$ cat config.mk
export PLATFORM = sky130hd
export DESIGN_NAME = wb_arbiter
export DESIGN_NICKNAME = d
export VERILOG_FILES = /design/src/rtl/wb_arbiter.sv
export SDC_FILE = /design/constraint.sdc
export NUM_CORES = 1
export LEC_CHECK = 0
export ABC_CLOCK_PERIOD_IN_PS = 4100
export CORE_ASPECT_RATIO = 2
export CORE_UTILIZATION = 55
export CTS_BUF_LIST = sky130_fd_sc_hd__clkbuf_4
export CTS_CLUSTER_SIZE = 40
export DETAILED_ROUTE_END_ITERATION = 10
export DONT_BUFFER_PORTS = 1
export PLACE_DENSITY = 0.67
export RECOVER_POWER = 100
export SLEW_MARGIN = 20
export SYNTH_ARGS = -nofsm -noshare
export SYNTH_HDL_FRONTEND = slang
export SYNTH_SLANG_ARGS = --single-unit
$ cat constraint.sdc
create_clock -name clk -period 4.1 [get_ports clk]
set_input_delay 0.41 -clock clk [delete_from_list [all_inputs] [get_ports clk]]
set_output_delay 0.41 -clock clk [all_outputs]
set_load 0.01 [all_outputs]
$ cat src/rtl/wb_arbiter.sv
// Writeback arbiter: merges main-pipe and mul/div results onto one registered W port
// and tracks pending mul/div destinations. Define WB_DRAIN_STALL_EN to add pipe_hold.
module wb_arbiter #(
   parameter int XLEN      = 32,
   parameter int BUF_DEPTH = 2
) (
   input  logic            clk,
   input  logic            rst,
   input  logic            pipe_we,
   input  logic [4:0]      pipe_rd,
   input  logic [XLEN-1:0] pipe_data,
   input  logic            md_valid,
   input  logic [4:0]      md_rd,
   input  logic [XLEN-1:0] md_data,
   output logic            md_ready,
   input  logic            issue_valid,
   input  logic [4:0]      issue_rd,
   input  logic [31:0]     Ins_D,
   output logic            stall_D,
`ifdef WB_DRAIN_STALL_EN
   output logic            pipe_hold,
`endif
   output logic            RegWrite_W,
   output logic [4:0]      rd_W,
   output logic [XLEN-1:0] Result_W
);

   localparam int PTR_W = (BUF_DEPTH > 1) ? $clog2(BUF_DEPTH) : 1;
   localparam int CNT_W = $clog2(BUF_DEPTH + 1);

   logic [4:0]      buf_rd   [BUF_DEPTH];
   logic [XLEN-1:0] buf_data [BUF_DEPTH];
   logic [PTR_W-1:0] head, tail;
   logic [CNT_W-1:0] count;
   logic [31:0]      pending;
   logic [31:0]      set_mask, clr_mask;

   logic pipe_win_p0, do_pop_p0, do_push_p0;
   logic unused_ins;

   assign unused_ins = ^{Ins_D[31:25], Ins_D[14:12], Ins_D[6:0]};

   // Decode-side view: readiness comes from the registered count only.
   assign md_ready    = !rst && (count < CNT_W'(BUF_DEPTH));
   assign pipe_win_p0 = pipe_we && (pipe_rd != 5'd0);
   assign do_pop_p0   = !pipe_win_p0 && (count != '0);
   assign do_push_p0  = md_valid && md_ready && (md_rd != 5'd0);

   assign stall_D = !rst && (pending[Ins_D[19:15]] | pending[Ins_D[24:20]] | pending[Ins_D[11:7]]);

`ifdef WB_DRAIN_STALL_EN
   assign pipe_hold = (count == CNT_W'(BUF_DEPTH)) && !rst;
`endif

   always_comb begin
      set_mask = '0;
      clr_mask = '0;
      if (issue_valid && (issue_rd != 5'd0))
         set_mask[issue_rd] = 1'b1;
      if (do_pop_p0)
         clr_mask[buf_rd[head]] = 1'b1;
   end

   // Buffer storage holds data only; validity is carried by count/pointers.
   always_ff @(posedge clk) begin
      if (do_push_p0) begin
         buf_rd[tail]   <= md_rd;
         buf_data[tail] <= md_data;
      end
   end

   // W stage register, FIFO control and scoreboard.
   always_ff @(posedge clk) begin
      if (rst) begin
         RegWrite_W <= 1'b0;
         rd_W       <= 5'd0;
         Result_W   <= '0;
         head       <= '0;
         tail       <= '0;
         count      <= '0;
         pending    <= '0;
      end else begin
         RegWrite_W <= pipe_win_p0 || do_pop_p0;
         if (pipe_win_p0) begin
            rd_W     <= pipe_rd;
            Result_W <= pipe_data;
         end else if (do_pop_p0) begin
            rd_W     <= buf_rd[head];
            Result_W <= buf_data[head];
         end
         if (do_pop_p0)
            head <= head + PTR_W'(1);
         if (do_push_p0)
            tail <= tail + PTR_W'(1);
         case ({do_push_p0, do_pop_p0})
            2'b10:   count <= count + CNT_W'(1);
            2'b01:   count <= count - CNT_W'(1);
            default: count <= count;
         endcase
         // Set after clear so a reissued destination stays outstanding.
         pending <= ((pending & ~clr_mask) | set_mask) & ~32'h1;
      end
   end

endmodule
Word-level counts from Yosys, hierarchy flattened. Memory sizes are Yosys's and may differ from the RTL's. A register that Yosys moved wholly into a read port is not among the register bits. Index checks and enable logic that the tools add are counted.

Memories: 2. Bits in writable memories: 74. Bits in registers: 74.

Memory list: buf_data (depth 2, bits a word 32, rd ports 1, clocked after Yosys merged registers in 1, wr ports 1, line 32) `logic [XLEN-1:0] buf_data [BUF_DEPTH];`; buf_rd (depth 2, bits a word 5, rd ports 1, clocked after Yosys merged registers in 1, wr ports 1, line 31) `logic [4:0] buf_rd [BUF_DEPTH];`.

Bitwise operators: 5. Reduce and logical (&&, ||, !) cells: 18. Multiplexer cells: 23. Equal/unequal tests: 2. Magnitude comparators: 8. $add $sub $neg: 4.

Operators with widths (count): 32-bit 2-to-1 mux (4); 32-bit AND (1); 32-bit NOT (1); 32-bit bitwise OR (1); 5-bit by 6-bit < comparator with 1-bit output (second input constant) (5); 1-bit binary-select mux with 5-bit select (3); 5-bit nonzero test (3); 1-bit 2-to-1 mux (11); 1-bit demux with 5-bit select (2); 5-bit by 1-bit greater-or-equal comparator with 1-bit output (second input constant) (2); 5-bit 2-to-1 mux (2); 1-bit logical AND (9); 2-bit nonzero test (3); 2-bit one-hot mux with 2 select lines (1); 1-bit adder (second input constant) (2); 2-bit by 1-bit adder with 2-bit output (second input constant) (1); 2-bit by 1-bit equality test with 1-bit output (second input constant) (1); 2-bit equality test (second input constant) (1); 1-bit logical NOT (2); 2-bit < comparator (second input constant) (1); 1-bit bitwise OR (2); 2-bit by 1-bit subtractor with 2-bit output (second input constant) (1); 1-bit logical OR (1).

Longest topological paths before layout. Gate-level depths: netlist (run 1).

Depth in word-level cells: 8. Mapped depth: 8.

Least setup slack after synthesis (run 1). OpenSTA, ideal clock, no wires.

Path kind: input to register. Start: input rst. End: memory buf_data[0][0] (enable). Stages: 3. Setup time: 0.431 ns. Buffers on the path: 0. Path slack: 1.246 ns. Arrival time: 2.422 ns. Data required time: 3.669 ns. Path through: nor2_1 o211ai_1 nor2_1.

Longest elaborated chain between the ends: 6.

RTL lines: start, declared (line 8) `input logic rst,`; 1-bit logical NOT (line 44) `assign md_ready = !rst && (count < CNT_W'(BUF_DEPTH));`; 1-bit logical AND (line 44); 1-bit logical AND (2 in series) (line 47) `assign do_push_p0 = md_valid && md_ready && (md_rd != 5'd0);`; 1-bit 2-to-1 mux (line 66) `if (do_push_p0) begin`; 1-bit 2-to-1 mux (implied by the code) (line 68) `buf_data[tail] <= md_data;`; end, declared (line 32).

No other way between the ends.

Worst setup path in the final report (run 1).
Start: register count[1]. End: memory buf_data[0][13] (enable).

Longest elaborated chain between the ends: 6.

RTL lines: start, declared (line 34) `logic [CNT_W-1:0] count;`; start signal, assigned (line 96) `2'b10: count <= count + CNT_W'(1);`; start signal, assigned (line 97) `2'b01: count <= count - CNT_W'(1);`; start signal, assigned (line 98) `default: count <= count;`; 2-bit < comparator (line 44); 1-bit logical AND (line 44); net md_ready (line 15) `output logic md_ready,`; 1-bit logical AND (2 in series) (line 47); 1-bit 2-to-1 mux (line 66); 1-bit 2-to-1 mux (implied by the code) (line 68).

The timed path passes the listed nets, and every way through them passes these cells.

==> metrics.txt, run 1 <==
# TYPE chip_impl_metric gauge
chip_impl_metric{name="netlist_area",unit="um2"} 6580
chip_impl_metric{name="setup-tns-final",unit="ns"} 0
chip_impl_metric{name="avgSynthCellArea",unit="um2"} 10.8
chip_impl_metric{name="layoutNonFillerInstCount",unit=""} 822
chip_impl_metric{name="reg_to_reg_slack_setup",unit="ns"} 1.25
chip_impl_metric{name="core.rowCount",unit=""} 56
chip_impl_metric{name="cts.reportedPaths.clkPinSlew",unit="ns"} 0.12
chip_impl_metric{name="ant_nets",unit=""} 0
chip_impl_metric{name="synthSimpleGateAreaFrac",unit=""} 0.116
chip_impl_metric{name="proportion_of_synthesized_chip_area_in_sequential_cells",unit=""} 0.563
chip_impl_metric{name="post_placement_setup_slack",unit="ns"} 1.61
chip_impl_metric{name="pwr_density_cell",unit="nW/um2"} 470
chip_impl_metric{name="netlist.area_leader.share",unit=""} 0.338
chip_impl_metric{name="die_height",unit="um"} 157
chip_impl_metric{name="globalRoute.totalOverflow",unit=""} 0
chip_impl_metric{name="cellLeakagePower",unit="nW"} 2.52
chip_impl_metric{name="finalWirelength",unit="um"} 16600
chip_impl_metric{name="synthesis.yosys.warnings",unit=""} 0
chip_impl_metric{name="yosys_register_bits",unit=""} 148
chip_impl_metric{name="layout.core_utilization",unit=""} 0.656
chip_impl_metric{name="metal_1_wl",unit="um"} 5490
chip_impl_metric{name="finalSetupViolCount",unit=""} 0
chip_impl_info{name="cts_tree",value="yes"} 1
chip_impl_metric{name="ir_drop",unit="uV"} 413
chip_impl_metric{name="num-fill-cells",unit=""} 889
chip_impl_metric{name="drt_first_iter_violations",unit=""} 291
chip_impl_info{name="cp-start-kind",value="flip-flop"} 1
chip_impl_metric{name="post_synth_inst_count",unit=""} 610
chip_impl_info{name="highest_layer",value="met4"} 1
chip_impl_metric{name="period_needed",unit="ns"} 2.85
chip_impl_metric{name="detailroute.via_count",unit=""} 4991
chip_impl_metric{name="detail_route.first_pass.iterations",unit=""} 5
chip_impl_metric{name="met2RoutedLength",unit="um"} 9050
chip_impl_metric{name="final_min_period_over_clock_period",unit=""} 0.694
chip_impl_metric{name="syn2layout_area_growth",unit="%"} 16.6
chip_impl_info{name="yosys.area.top_type",value="edfxtp_1"} 1
chip_impl_info{name="rsz0062_at_grt",value="no"} 1
chip_impl_metric{name="synth-compound-area-share",unit=""} 0.146
chip_impl_metric{name="initial_core_util",unit=""} 0.562
chip_impl_info{name="failing_checks",value="max-capacitance violations, max-slew violations"} 1
chip_impl_metric{name="finalNetCount",unit=""} 780
chip_impl_metric{name="clock_insertion_delay_worst_skew",unit="ns"} 0.52
chip_impl_metric{name="async_flop_share",unit=""} 0
chip_impl_metric{name="antenna_violations_before_repair",unit=""} 1
chip_impl_metric{name="final.hold.worst_slack",unit="ns"} 0.0381
chip_impl_metric{name="layout_setup_ws",unit="ns"} 1.25
chip_impl_metric{name="fp.dieArea",unit="um2"} 12400
chip_impl_metric{name="grt_first_pass_wirelength",unit="um"} 24900
chip_impl_metric{name="post_drt_wl_per_cell",unit="um"} 20.2
chip_impl_metric{name="cts.sinks",unit=""} 148
chip_impl_metric{name="floorplan.core_area",unit="um2"} 11700
chip_impl_metric{name="die_w",unit="um"} 79.4
chip_impl_info{name="timing_worst_setup_path_type",value="flip-flop to flip-flop"} 1
chip_impl_metric{name="timing.max_slew.rel_slack",unit=""} -0.269
chip_impl_metric{name="pin_count",unit=""} 156
chip_impl_metric{name="synth_enable_flop_cells",unit=""} 74
chip_impl_metric{name="gp_congestion",unit=""} 0.935
chip_impl_metric{name="route.detailed.drc",unit=""} 0
chip_impl_metric{name="grt_max_degree",unit=""} 75
chip_impl_metric{name="finalHoldViolations",unit=""} 0
chip_impl_metric{name="post_cts_setup_driven_buffer_insertion_count",unit=""} 0
chip_impl_metric{name="wl_met3",unit="um"} 1020
chip_impl_metric{name="dpl.hpwl",unit="um"} 11200
chip_impl_info{name="combinational_family_with_the_most_area_after_synthesis",value="compound AO/OA/AOI/OAI gates"} 1
chip_impl_metric{name="synth_mux_area_frac",unit=""} 0.134
chip_impl_info{name="dominantRegCellSynth",value="edfxtp_1"} 1
chip_impl_info{name="timing.hold.worst.class",value="primary input to flip-flop"} 1
chip_impl_metric{name="cts_made_buffers",unit=""} 17
chip_impl_metric{name="tightest_slew",unit="ns"} 1.90
chip_impl_info{name="ys_top_cells_by_area",value="edfxtp_1 (34%), dfxtp_1 (23%), mux2i_1 (7.5%)"} 1
chip_impl_metric{name="via_count_of_the_first_global_routing_pass",unit=""} 5052
chip_impl_metric{name="synth_cell_types",unit=""} 42
chip_impl_metric{name="proportion_of_layout_cells_with_a_drive_suffix_above_1",unit=""} 0.0888
chip_impl_metric{name="post_synth_xor_area_fraction",unit=""} 0.00532
chip_impl_metric{name="slew_viol_final",unit=""} 78
chip_impl_metric{name="worst-path-max-fanout",unit=""} 37
chip_impl_info{name="status",value="complete, but fails checks"} 1
chip_impl_metric{name="ctsLongestPathBuffers",unit=""} 2
chip_impl_info{name="clock-root-buffer",value="clkbuf_4"} 1
chip_impl_info{name="critical_path.endpoint_type",value="flip-flop"} 1
chip_impl_metric{name="synth-adder-area-share",unit=""} 0.00190
chip_impl_metric{name="grt_util_all_layers",unit=""} 0.271
chip_impl_metric{name="worst_ep_required_time",unit="ns"} 4.20
chip_impl_metric{name="placed_cells",unit=""} 716
chip_impl_metric{name="fmaxAchievable",unit="MHz"} 351
chip_impl_metric{name="maxCapViolCount",unit=""} 2
chip_impl_metric{name="via_per_inst",unit=""} 6.07
chip_impl_metric{name="worst_clock_skew",unit="ns"} 0.0275
chip_impl_metric{name="syn_nets",unit=""} 727
chip_impl_metric{name="clock_tree.htree_level_count",unit=""} 4
chip_impl_metric{name="port_buf_inserts",unit=""} 0
chip_impl_metric{name="timing.critical_path.arrival",unit="ns"} 2.94
Yosys cell counts (all sizes together), types with 2 or more instances:
cell,n
mux2i,49
a41oi,2
mux4,14
nand2b,6
o21ai,33
dfxtp,74
xnor2,3
mux2,7
a21oi,71
nand3,4
a2111oi,4
inv,7
o211ai,38
nor2,20
edfxtp,74
nor2b,11
nand2,118
or4,4
a221oi,3
clkbuf,26
buf,17
a311oi,2
o22ai,2
nor3,3
nand4,3
nor4,2
o21a,2
cells in the final DEF, fill, tap and decap left out, drive strengths merged, types with 5 or more instances in the layout:
cell,netlist,layout
o21ai,33,33
nor2,20,20
nand2b,6,6
mux2,7,7
mux2i,49,49
edfxtp,74,74
nor2b,11,11
nand2,118,118
dfxtp,74,74
a21oi,71,71
mux4,14,14
clkbuf,26,18
clkinv,0,6
o211ai,38,38
inv,7,10
buf,17,5
dlygate4sd3,0,71
state kept, by name, indices dropped and copies added (netlist names), named ones only:
signal,count
Result_W,32
rd_W,5
count,2
buf_rd,10
head,1
tail,1
pending,31
buf_data,64
RegWrite_W,1
logic make-up after synthesis:
| group | count (synthesis) |
|---|---|
| adders and majority gates | 1 |
| DFF | 148 |
| muxes | 70 |
| and+or+nand+nor | 176 |
| AOI/OAI and AO/OA | 161 |
| xor gates and xnor gates | 4 |
| buffers and inverters | 50 |
area by class of cell:
type	count	area (um2)	share of cell area
timing repair buffer	77	785	0.102
sequential	148	3700	0.482
tap	145	181	0.0236
inverter	7	26.3	0.00342
clock buffer	17	128	0.0166
antenna	1	2.50	0.000326
clock inverter	15	178	0.0231
multi-input combinational	412	2670	0.348
final timing paths:
kind / start / to / cells after the start
worst max register to register: count[1] / buf_data[0][13] / 3
worst min-delay path: pipe_data[15] / Result_W[15] / 2
worst max-delay path: count[1] / buf_data[0][13] / 3
worst min register to register: pending[4] / pending[4] / 2
metal layers:
| layer | vias up | global-route usage |
|---|---|---|
| li1 | 2349 | - |
| met1 | 2368 | 0.249 |
| met2 | 211 | 0.499 |
| met3 | 63 | 0.0688 |
| met4 | 0 | 0.192 |
| met5 | - | 0 |
what timing repair did:
item | in CTS | in global routing
resized for setup | 0 | 0
hold endpoints to repair | 148 | 4
hold buffers | 69 | 3
critical path: stages (launching register included):
cell	delay, ns
dfxtp_1	0.36
nor2_1	0.31
o211ai_1	0.29
nor2_2	1.46
report_power, final:
group	total, mW	leakage (nW)	switching, mW	internal [mW]
sequential	1.82	1.28	0.119	1.70
clock	0.959	0.154	0.533	0.426
combinational	0.831	1.08	0.505	0.326
through the flow:
| stage | instance area [um2] | power, mW |
|---|---|---|
| final | 7680 | 3.61 |
| after global routing | 7680 | 3.78 |
| after CTS | 7640 | 3.62 |
| after detailed placement | 6630 | 2.61 |
| after global placement | 6630 | 2.59 |
| after floorplan | 6580 | 2.46 |
Note: power is estimated with default switching activity, not from simulation.
==> run 2: changes to the inputs <==
--- a/config.mk
+++ b/config.mk
@@ -5,7 +5,7 @@
 export SDC_FILE = /design/constraint.sdc
 export NUM_CORES = 1
 export LEC_CHECK = 0
-export ABC_CLOCK_PERIOD_IN_PS = 4100
+export ABC_CLOCK_PERIOD_IN_PS = 2800
 export CORE_ASPECT_RATIO = 2
 export CORE_UTILIZATION = 55
 export CTS_BUF_LIST = sky130_fd_sc_hd__clkbuf_4
==> constraint.sdc (replaced) <==
create_clock -name clk -period 2.8 [get_ports clk]
set_input_delay 0.28 -clock clk [delete_from_list [all_inputs] [get_ports clk]]
set_output_delay 0.28 -clock clk [all_outputs]
set_load 0.01 [all_outputs]
==> metrics.txt, run 2 (same netlist as run 1, synthesis figures left out) <==
# TYPE chip_impl_metric gauge
chip_impl_info{name="clock-root-buffer",value="clkbuf_4"} 1
chip_impl_info{name="rsz0062_at_grt",value="no"} 1
chip_impl_info{name="final_cell_mix",value="nand2_1 (118), dlygate4sd3_1 (79), dfxtp_1 (74), edfxtp_1 (74), a21oi_1 (71)"} 1
chip_impl_info{name="r2r-end",value="pending[6]"} 1
chip_impl_metric{name="internal_pwr_total",unit="mW"} 3.66
chip_impl_metric{name="final.hold.worst_slack",unit="ns"} 0.0625
chip_impl_metric{name="pwr_density_cell",unit="nW/um2"} 684
chip_impl_metric{name="floorplan.core_area",unit="um2"} 11700
chip_impl_metric{name="pin_count",unit=""} 156
chip_impl_metric{name="setup-tns-final",unit="ns"} 0
chip_impl_metric{name="worst_ep_required_time",unit="ns"} 2.52
chip_impl_info{name="timing.hold.worst.class",value="primary input to flip-flop"} 1
chip_impl_metric{name="finalHoldViolations",unit=""} 0
chip_impl_metric{name="cts_made_buffers",unit=""} 17
chip_impl_metric{name="finalSetupViolCount",unit=""} 0
chip_impl_metric{name="critical-path-max-stage-delay",unit="ns"} 0.47
chip_impl_metric{name="comb_power_share",unit=""} 0.237
chip_impl_metric{name="via_per_inst",unit=""} 6.15
chip_impl_metric{name="tightest_slew",unit="ns"} 1.49
chip_impl_metric{name="cellLeakagePower",unit="nW"} 2.59
chip_impl_metric{name="placed_cells",unit=""} 722
chip_impl_metric{name="proportion_of_layout_cells_with_a_drive_suffix_above_1",unit=""} 0.0972
chip_impl_metric{name="cp_num_buf_inv",unit=""} 0
chip_impl_metric{name="port_buf_inserts",unit=""} 0
chip_impl_metric{name="reg_to_reg_slack_setup",unit="ns"} 0.41
chip_impl_metric{name="grt_max_degree",unit=""} 75
chip_impl_metric{name="via_count_of_the_first_global_routing_pass",unit=""} 5330
chip_impl_info{name="path_delay_family",value="multiplexers"} 1
chip_impl_metric{name="largest_register_ffs",unit=""} 64
chip_impl_metric{name="slew_viol_final",unit=""} 0
chip_impl_metric{name="fmaxAchievable",unit="MHz"} 375
chip_impl_metric{name="maxCapViolCount",unit=""} 1
chip_impl_info{name="hold_path.startpoint",value="issue_rd[2]"} 1
chip_impl_metric{name="period_needed",unit="ns"} 2.67
chip_impl_metric{name="detailroute.via_count",unit=""} 5132
chip_impl_metric{name="worst-path-max-fanout",unit=""} 4
chip_impl_metric{name="antenna_violations_before_repair",unit=""} 1
chip_impl_metric{name="fp.dieArea",unit="um2"} 12400
chip_impl_metric{name="drt_first_iter_violations",unit=""} 347
chip_impl_metric{name="worst_clock_skew",unit="ns"} 0.0221
chip_impl_metric{name="power.switching_fraction",unit=""} 0.312
chip_impl_metric{name="power_switching",unit="mW"} 1.66
chip_impl_info{name="timing_worst_setup_path_type",value="flip-flop to output port"} 1
chip_impl_metric{name="ir_drop",unit="uV"} 504
chip_impl_metric{name="ctsLongestPathBuffers",unit=""} 2
chip_impl_info{name="critical_path.endpoint_type",value="output port"} 1
chip_impl_metric{name="total_power",unit="mW"} 5.32
chip_impl_metric{name="globalRoute.totalOverflow",unit=""} 0
chip_impl_metric{name="cts.reportedPaths.clkPinSlew",unit="ns"} 0.13
chip_impl_metric{name="finalNetCount",unit=""} 793
chip_impl_metric{name="clock_tree.htree_level_count",unit=""} 4
chip_impl_metric{name="layoutNonFillerInstCount",unit=""} 835
chip_impl_info{name="whs_endpoint",value="pending[31]"} 1
chip_impl_metric{name="final_min_period_over_clock_period",unit=""} 0.953
chip_impl_info{name="cp-start-kind",value="flip-flop"} 1
chip_impl_info{name="status",value="complete, but fails checks"} 1
chip_impl_info{name="cts_tree",value="yes"} 1
chip_impl_metric{name="gp_congestion",unit=""} 0.951
chip_impl_metric{name="initial_core_util",unit=""} 0.562
chip_impl_metric{name="detail_route.first_pass.iterations",unit=""} 5
chip_impl_metric{name="post_cts_setup_driven_buffer_insertion_count",unit=""} 0
chip_impl_metric{name="ant_nets",unit=""} 0
chip_impl_metric{name="finalWirelength",unit="um"} 17400
chip_impl_metric{name="die_w",unit="um"} 79.4
chip_impl_info{name="reg_top3",value="buf_data: 64 flops, Result_W: 32 flops, pending: 31 flops"} 1
chip_impl_metric{name="syn2layout_area_growth",unit="%"} 18.1
chip_impl_metric{name="core.rowCount",unit=""} 56
chip_impl_info{name="failing_checks",value="max-capacitance violations"} 1
chip_impl_info{name="critical-path-slowest-cell",value="mux4_2"} 1
chip_impl_metric{name="timing.critical_path.arrival",unit="ns"} 2.39
chip_impl_info{name="largest_register",value="buf_data"} 1
chip_impl_metric{name="grt_first_pass_wirelength",unit="um"} 26800
chip_impl_metric{name="num-fill-cells",unit=""} 907
chip_impl_info{name="leading_cell_type_in_the_layout_fill_and_taps_excluded",value="nand2_1"} 1
chip_impl_metric{name="cts.sinks",unit=""} 148
chip_impl_metric{name="seq_power_share",unit=""} 0.502
chip_impl_metric{name="hold_path_depth",unit=""} 4
chip_impl_info{name="path_cells",value="mux4_2 > mux2i_1 > nor3_1 > nor4_1 > a41oi_1"} 1
chip_impl_metric{name="grt_util_all_layers",unit=""} 0.293
chip_impl_metric{name="clock_insertion_delay_worst_skew",unit="ns"} 0.52
chip_impl_metric{name="route.detailed.drc",unit=""} 0
chip_impl_metric{name="power.clock.fraction",unit=""} 0.261
chip_impl_metric{name="r2r.worst_path.cells",unit=""} 6
chip_impl_metric{name="dpl.hpwl",unit="um"} 11600
chip_impl_metric{name="timing.max_slew.rel_slack",unit=""} 0.00392
chip_impl_metric{name="die_height",unit="um"} 157
chip_impl_metric{name="post_drt_wl_per_cell",unit="um"} 20.9
run 2: changes by cell type in the layout (fill, tap and decap cells not counted), sizes merged:
cell / previous run / this run
clkbuf: 18 / 28
clkinv: 6 / 4
clkinvlp: 3 / 0
dlygate4sd3: 71 / 79
run 2: power groups by stage:
stage | combinational [mW] | sequential (mW) | clock (mW)
global route | 1.38 | 2.69 | 1.51
CTS | 1.26 | 2.66 | 1.42
floorplan | 0.941 | 2.67 | 0
finish | 1.26 | 2.67 | 1.39
detailed placement | 1.13 | 2.71 | 0
global placement | 1.11 | 2.71 | 0
run 2: area by class of cell:
| cell class | count | area [um2] | share of cell area |
|---|---|---|---|
| Antenna cell | 1 | 2.50 | 0.000322 |
| Clock buffer | 22 | 165 | 0.0212 |
| Clock inverter | 10 | 131 | 0.0169 |
| Inverter | 7 | 26.3 | 0.00338 |
| Multi-Input combinational cell | 412 | 2690 | 0.346 |
| Sequential cell | 148 | 3700 | 0.476 |
| Tap cell | 145 | 181 | 0.0233 |
| Timing Repair Buffer | 90 | 876 | 0.113 |
run 2: per-stage QoR:
| step | util | setup WS, ns | area, um2 |
|---|---|---|---|
| 2_1_floorplan | - | 0.0238 | 6580 |
| 3_3_place_gp | 0.570 | 0.530 | 6670 |
| 3_5_place_dp | 0.570 | 0.482 | 6670 |
| 4_1_cts | 0.665 | 0.183 | 7780 |
| 5_1_grt | 0.664 | 0.0521 | 7770 |
| 6_report | 0.664 | 0.132 | 7770 |
run 2: how the worst max path moves through the flow:
stage | start | to | slack [ns] | cells past startpoint
after global routing | pending[4] | stall_D | 0.05 | 5
after detailed placement | pipe_rd[3] | count[1] | 0.48 | 6
after CTS | pending[4] | stall_D | 0.18 | 5
after global placement | pipe_rd[3] | count[1] | 0.53 | 6
final | pending[23] | stall_D | 0.13 | 5
after floorplan | count[1] | buf_data[0][0] | 0.02 | 3
run 2: metal layers:
layer	up-vias	GRT usage	part of all wire	wire (um)
met1	2471	0.273	0.33	5700
met4	0	0.201	0.052	898
li1	2373	-	-	-
met3	60	0.0904	0.072	1260
met2	228	0.528	0.55	9560
met5	-	0	0	0
run 2: worst register-to-register path: stages, from the launching register on:
cell      delay (ns)
dfxtp_1         0.47
clkbuf_2        0.59
mux2i_1         0.50
nor2b_1         0.23
nand2_1         0.12
o21ai_0         0.28
a21oi_1         0.10
run 2: timing repair:
| item | in CTS | in global routing |
|---|---|---|
| hold buffers | 79 | 1 |
| endpoints found under the setup margin | 0 | 1 |
| endpoints found under the hold margin | 148 | 1 |
| gates resized for setup | 0 | 1 |
